`src/rtl/md5_msg_sequencer.sv`:
```
// md5_msg_sequencer
//   Front-end controller for md5_chunk_cruncher. Packs a stream of 32-bit
//   little-endian message words into a 16-word chunk buffer, appends MD5
//   padding and the 64-bit bit length, starts the cruncher once per chunk
//   and returns the final 128-bit digest on a valid/ready output.
//
// Ports
//   clk, reset          clock; synchronous active-low reset (0 = reset)
//   in_valid/in_ready   message word handshake
//   in_data             message word, byte 0 in bits [7:0]
//   in_last, in_nbytes  final word marker; valid bytes in final word (0 = 4)
//   crunch_init         cruncher reset / IV reload (active-high)
//   crunch_start        one-cycle start pulse per chunk
//   crunch_done         cruncher finished the current chunk
//   crunch_gaddr        cruncher word address into the chunk buffer
//   crunch_mdata        chunk buffer word at crunch_gaddr (combinational)
//   crunch_digest       running cruncher digest {d0,c0,b0,a0}
//   digest_valid/ready  digest output handshake
//   digest              registered final digest
module md5_msg_sequencer (
    input  logic         clk,
    input  logic         reset,
    input  logic         in_valid,
    output logic         in_ready,
    input  logic [31:0]  in_data,
    input  logic         in_last,
    input  logic [1:0]   in_nbytes,
    output logic         crunch_init,
    output logic         crunch_start,
    input  logic         crunch_done,
    input  logic [3:0]   crunch_gaddr,
    output logic [31:0]  crunch_mdata,
    input  logic [127:0] crunch_digest,
    output logic         digest_valid,
    input  logic         digest_ready,
    output logic [127:0] digest
);

    localparam logic [2:0] S_INIT  = 3'd0;
    localparam logic [2:0] S_FILL  = 3'd1;
    localparam logic [2:0] S_PAD   = 3'd2;
    localparam logic [2:0] S_LEN   = 3'd3;
    localparam logic [2:0] S_START = 3'd4;
    localparam logic [2:0] S_WAIT  = 3'd5;
    localparam logic [2:0] S_OUT   = 3'd6;

    logic [2:0]   state_q, state_d;
    logic [2:0]   resume_q, resume_d;
    logic [3:0]   widx_q, widx_d;
    logic [63:0]  len_q, len_d;
    logic         pad_pending_q, pad_pending_d;
    logic         final_q, final_d;
    logic [127:0] digest_q, digest_d;
    logic [31:0]  buf_q [16];

    logic         wr_en;
    logic [3:0]   wr_addr;
    logic [31:0]  wr_data;
    logic         len_wr;

    logic [2:0]   nb_eff;
    logic [4:0]   tail_bits;
    logic [31:0]  tail_mask;
    logic [31:0]  tail_marker;

    // Byte count of the final word: encoding 0 stands for a full word.
    assign nb_eff      = (in_nbytes == 2'd0) ? 3'd4 : {1'b0, in_nbytes};
    assign tail_bits   = {in_nbytes, 3'b000};
    assign tail_mask   = ~(32'hFFFF_FFFF << tail_bits);
    assign tail_marker = 32'h0000_0080 << tail_bits;

    always_comb begin
        state_d       = state_q;
        resume_d      = resume_q;
        widx_d        = widx_q;
        len_d         = len_q;
        pad_pending_d = pad_pending_q;
        final_d       = final_q;
        digest_d      = digest_q;
        wr_en         = 1'b0;
        wr_addr       = widx_q;
        wr_data       = '0;
        len_wr        = 1'b0;

        case (state_q)
            S_INIT: begin
                widx_d        = '0;
                len_d         = '0;
                pad_pending_d = 1'b0;
                final_d       = 1'b0;
                state_d       = S_FILL;
            end
            S_FILL: begin
                if (in_valid) begin
                    wr_en  = 1'b1;
                    widx_d = widx_q + 4'd1;
                    if (!in_last) begin
                        wr_data  = in_data;
                        len_d    = len_q + 64'd32;
                        resume_d = S_FILL;
                        if (widx_q == 4'd15) state_d = S_START;
                    end else begin
                        len_d = len_q + {58'd0, nb_eff, 3'b000};
                        if (nb_eff == 3'd4) begin
                            // Full final word: the 0x80 marker goes into the next word.
                            wr_data       = in_data;
                            pad_pending_d = 1'b1;
                        end else begin
                            wr_data = (in_data & tail_mask) | tail_marker;
                        end
                        if (widx_q == 4'd15) begin
                            resume_d = S_PAD;
                            state_d  = S_START;
                        end else begin
                            state_d  = S_PAD;
                        end
                    end
                end
            end
            S_PAD: begin
                if (widx_q == 4'd14 && !pad_pending_q) begin
                    state_d = S_LEN;
                end else begin
                    wr_en         = 1'b1;
                    wr_data       = pad_pending_q ? 32'h0000_0080 : 32'h0;
                    pad_pending_d = 1'b0;
                    widx_d        = widx_q + 4'd1;
                    // No room left for the length: flush this chunk and pad on.
                    if (widx_q == 4'd15) begin
                        resume_d = S_PAD;
                        state_d  = S_START;
                    end
                end
            end
            S_LEN: begin
                len_wr  = 1'b1;
                final_d = 1'b1;
                state_d = S_START;
            end
            S_START: begin
                state_d = S_WAIT;
            end
            S_WAIT: begin
                if (crunch_done) begin
                    if (final_q) begin
                        digest_d = crunch_digest;
                        state_d  = S_OUT;
                    end else begin
                        widx_d  = '0;
                        state_d = resume_q;
                    end
                end
            end
            S_OUT: begin
                if (digest_ready) state_d = S_INIT;
            end
            default: begin
                state_d = S_INIT;
            end
        endcase
    end

    always_ff @(posedge clk) begin
        if (!reset) begin
            state_q       <= S_INIT;
            resume_q      <= S_FILL;
            widx_q        <= '0;
            len_q         <= '0;
            pad_pending_q <= 1'b0;
            final_q       <= 1'b0;
            digest_q      <= '0;
        end else begin
            state_q       <= state_d;
            resume_q      <= resume_d;
            widx_q        <= widx_d;
            len_q         <= len_d;
            pad_pending_q <= pad_pending_d;
            final_q       <= final_d;
            digest_q      <= digest_d;
        end
    end

    // Chunk buffer holds no reset value; its contents are rewritten per chunk.
    always_ff @(posedge clk) begin
        if (wr_en) buf_q[wr_addr] <= wr_data;
        if (len_wr) begin
            buf_q[14] <= len_q[31:0];
            buf_q[15] <= len_q[63:32];
        end
    end

    assign in_ready     = (state_q == S_FILL);
    assign crunch_init  = (state_q == S_INIT);
    assign crunch_start = (state_q == S_START);
    assign digest_valid = (state_q == S_OUT);
    assign digest       = digest_q;
    assign crunch_mdata = buf_q[crunch_gaddr];

endmodule

```
`config.mk`:
```
export PLATFORM = sky130hd
export DESIGN_NAME = md5_msg_sequencer
export DESIGN_NICKNAME = d
export VERILOG_FILES = /design/src/rtl/md5_msg_sequencer.sv
export SDC_FILE = /design/constraint.sdc
export NUM_CORES = 1
export LEC_CHECK = 0
export ABC_AREA = 1
export CORE_AREA = 4 4 250 252
export CTS_CLUSTER_SIZE = 30
export DETAILED_ROUTE_END_ITERATION = 8
export DIE_AREA = 0 0 254 256
export PLACE_DENSITY = 0.76
export SKIP_CTS_REPAIR_TIMING = 1
export SYNTH_ARGS = -nofsm -noshare
export SYNTH_HDL_FRONTEND = slang
export SYNTH_SLANG_ARGS = --single-unit
```
`constraint.sdc`:
```
create_clock -name clk -period 4.2 [get_ports clk]
set_input_delay 0.63 -clock clk [delete_from_list [all_inputs] [get_ports clk]]
set_output_delay 0.63 -clock clk [all_outputs]
set_load 0.02 [all_outputs]
```
==> flow_summary.rst <==
.. list-table::
   :header-rows: 1

   * - Metric
     - Value
   * - Outcome
     - completed
   * - Die H
     - 256 µm
   * - Number of cell rows
     - 90
   * - Met2 Routed Length
     - 42.95 mm
   * - Worst hold path cell count
     - 3
   * - DPL Wire Length
     - 59.60 mm
   * - Deepest clock path buffer count
     - 3
   * - # IOs
     - 336
   * - Final clock period utilization by the worst path
     - 83.72%
   * - Uppermost metal layer occupied by signal nets
     - met4
   * - CP Buf/Inv Count
     - 4
   * - Via density per instance
     - 5.666
   * - Slew at the pin closest to its max-slew limit
     - 1033 ps
   * - Detail Route Antenna Nets
     - 0
   * - Routed length on met3
     - 7.848 mm
   * - # clock sinks
     - 713
   * - Pwr/cell area
     - 422.2 nW/µm²
   * - Post-synthesis instance total
     - 2941
   * - Number of unique standard cell types used by synthesis
     - 48
   * - Worst setup EP type
     - primary output
   * - Number of buffers created by CTS
     - 74
   * - Leading cell types in the layout, fill and taps excluded
     - edfxtp_1 (512), nor2_1 (449), o21ai_0 (351), clkdlybuf4s50_1 (331), inv_1 (307)
   * - Cell types with the largest area share after synthesis
     - edfxtp_1 (51%), dfxtp_1 (13%), o21ai_0 (5.8%), nor2_1 (5.6%), mux2i_1 (4.2%)
   * - Startpoint kind of the worst setup timing path
     - primary input
   * - Endpoint arrival time on the critical path
     - 2890 ps
   * - IR Drop Worst-Case VDD
     - 0.2565 mV
   * - Async SR Flop Fraction
     - 0%
   * - Input/output buffers
     - 335
   * - Final setup skew
     - 20.19 ps
   * - Layout-stage area growth over the synthesis result
     - 21.67%
   * - Die Span X
     - 254 µm
   * - Number of antenna violations at the first check in global routing
     - 4
   * - Detailed-router iteration count before antenna repair
     - 8
   * - Net count reported at finish
     - 3421
   * - Unrepaired setup endpoints after global routing
     - false
   * - Fin Setup TNS
     - 0 ps
   * - Cell with the largest stage delay on the worst path
     - clkdlybuf4s50_1
   * - Synthesis Warnings
     - 0
   * - Number of setup violations in the final report
     - 0
   * - Final Max Tran Viols
     - 0
   * - Detailed router's first-iteration violation count
     - 2312
   * - Fraction of final layout cells with drive strength greater than 1
     - 5.913%
   * - Pin count of the biggest net entering global routing
     - 86
   * - Most common cell after layout, fill and taps aside
     - edfxtp_1
   * - Number of flops mapped to enable cells by yosys
     - 512
   * - WL/cell
     - 21.70 µm
   * - Main synth FF type
     - edfxtp_1
   * - Maximum Capacitance Violations
     - 0
   * - Post-synthesis instance area
     - 30430 µm²
   * - TritonCTS clock tree
     - built
   * - Total leakage power
     - 13.18 nW
   * - Synthesized Nets
     - 3121
   * - Critical path type
     - primary input to primary output
   * - Fin util
     - 61.58%
   * - Capture point of the critical path
     - crunch_mdata[10]
   * - Beginning of the worst register-to-register path
     - state_q[1]$_SDFFE_PN0P_
   * - Reg2Reg Depth
     - 8
   * - Post-synthesis cell type with the largest combined area
     - edfxtp_1
   * - Total wire length after detailed routing
     - 88.63 mm
   * - Residual DRC count
     - 0
   * - Stages on the worst setup path
     - 7
   * - Required time of the critical path
     - 3570 ps
   * - Core region area
     - 60130 µm²
   * - Clock-pin slew on the worst setup and hold paths
     - 60 ps
   * - H-tree depth
     - 3
   * - Clock tree root driver cell
     - clkbuf_16
   * - Global route total overflow
     - 0
   * - Path type of the worst min-delay path
     - primary input to flip-flop
   * - Stage delay of the slowest cell on the critical path
     - 620 ps
   * - Initial Util
     - 50.61%
   * - Via count of the first global-routing pass
     - 22.62k
   * - Total die area
     - 65020 µm²
   * - Met1 wire length
     - 34.30 mm
   * - Global-route wire length before repair
     - 133.6 mm
   * - Number of hold-slack violations in the final timing report
     - 0
   * - Synthesized area divided by synthesized cell count
     - 10.35 µm²
   * - GRT Overall Usage
     - 26.63%
   * - Crit-path max FO
     - 51
   * - Critical path's most frequent cell
     - buf_4
   * - Final weighted congestion in routability-driven placement
     - 1.012
   * - Seq/Total Area, Yosys
     - 63.74%
   * - Fmax
     - 284.4 MHz
   * - Slew margin rel.
     - 30.88%
   * - Count of vias placed by the detailed router
     - 23.14k
   * - Area share of the largest cell type after synthesis
     - 50.52%
   * - Flop-to-flop setup slack
     - 1350 ps
   * - Clock latency at the later pin of the worst-skew pair
     - 620 ps
   * - Family with the most delay on the worst path
     - buffers and inverters
   * - Seq cells post-synth
     - 713
   * - Min Clock Period, post-route
     - 3516 ps
   * - Critical R2R Capture
     - digest[40]$_SDFFE_PN0P_
   * - Ordered list of cells on the worst path
     - buf_4, inv_4, buf_4, o211ai_1, nand3_1, nand2_1, clkdlybuf4s50_1
   * - CP Launch Point
     - crunch_gaddr[1]
==> routing by layer <==
metal  track usage, %  up-vias
li1                 -    10806
met1            34.08    10999
met2            44.15     1139
met3            5.955      194
met4            10.61        0
met5                0        -
==> sequential cells by signal, indices dropped and copies added, names as in the netlist <==
register	count
resume_q	3
buf_q	512
final_q	1
len_q	61
widx_q	4
pad_pending_q	1
state_q	3
digest	128
==> synth_stat cells (all sizes together) (2+ instances only) <==
library cell  count
a211oi            2
a21oi           170
a221oi            2
a22oi             2
a31oi             2
buf              66
clkbuf           94
clkinv            2
dfxtp           201
edfxtp          512
ha                7
inv             312
mux2i           128
nand2           259
nand3           115
nand4            32
nor2            464
nor3             45
nor3b             2
nor4              2
o211ai          129
o21ai           359
o22ai            25
o31ai             2
or2               3
==> report_power, final <==
part / internal (W) / switching (W)
Combinational: 0.000475 / 0.000912
Sequential: 0.00769 / 0.0000513
Clock: 0.00378 / 0.00272
==> cells by family after synthesis <==
| group | Yosys count | share of synthesized area (%) |
|---|---|---|
| flops | 713 | 63.74 |
| fa+ha+maj | 8 | 0.3536 |
| mux | 128 | 4.210 |
| compound gates | 695 | 12.75 |
| buf+inv | 474 | 6.319 |
| simple gates | 923 | 12.63 |
==> worst min path at each step <==
stage / to / from / slack [ps]
6_report: len_q[3]$_SDFFE_PN0P_ / reset / 420
3_3_place_gp: resume_q[2]$_SDFFE_PN0P_ / resume_q[2]$_SDFFE_PN0P_ / 450
5_1_grt: len_q[3]$_SDFFE_PN0P_ / reset / 450
4_1_cts: len_q[3]$_SDFFE_PN0P_ / reset / 390
2_1_floorplan: resume_q[2]$_SDFFE_PN0P_ / resume_q[2]$_SDFFE_PN0P_ / 420
3_5_place_dp: resume_q[2]$_SDFFE_PN0P_ / resume_q[2]$_SDFFE_PN0P_ / 450
==> cell type report <==
class / count / area, µm²
diodes: 4 / 10.01
clock buffers: 99 / 2029
clock inverters: 34 / 356.6
fillers: 4803 / 23110
inverters: 314 / 1182
multi-input cells: 1754 / 9230
flip-flops and latches: 713 / 19400
well taps: 782 / 978.4
repair buffers: 384 / 3841
==> metrics by stage <==
| step | cell area [µm²] | total power (W) | hold slack, ps | cells | setup WS [ps] |
|---|---|---|---|---|---|
| floorplan | 30430 | 0.008661 | 424.2 | 2941 | 282.8 |
| global placement | 34630 | 0.009223 | 450.8 | 3947 | 773.4 |
| detailed placement | 34630 | 0.009264 | 447.5 | 3947 | 692.1 |
| CTS | 37020 | 0.01569 | 390.2 | 4080 | 667.3 |
| global route | 37020 | 0.01611 | 449.3 | 4082 | 531.6 |
| finish | 37030 | 0.01563 | 421.4 | 4084 | 683.9 |
==> worst min-delay path, stage by stage <==
cell and delay (ps):
buf_2 110, clkinv_1 180, a21oi_1 60
Note: power is estimated with default switching activity, not from simulation.
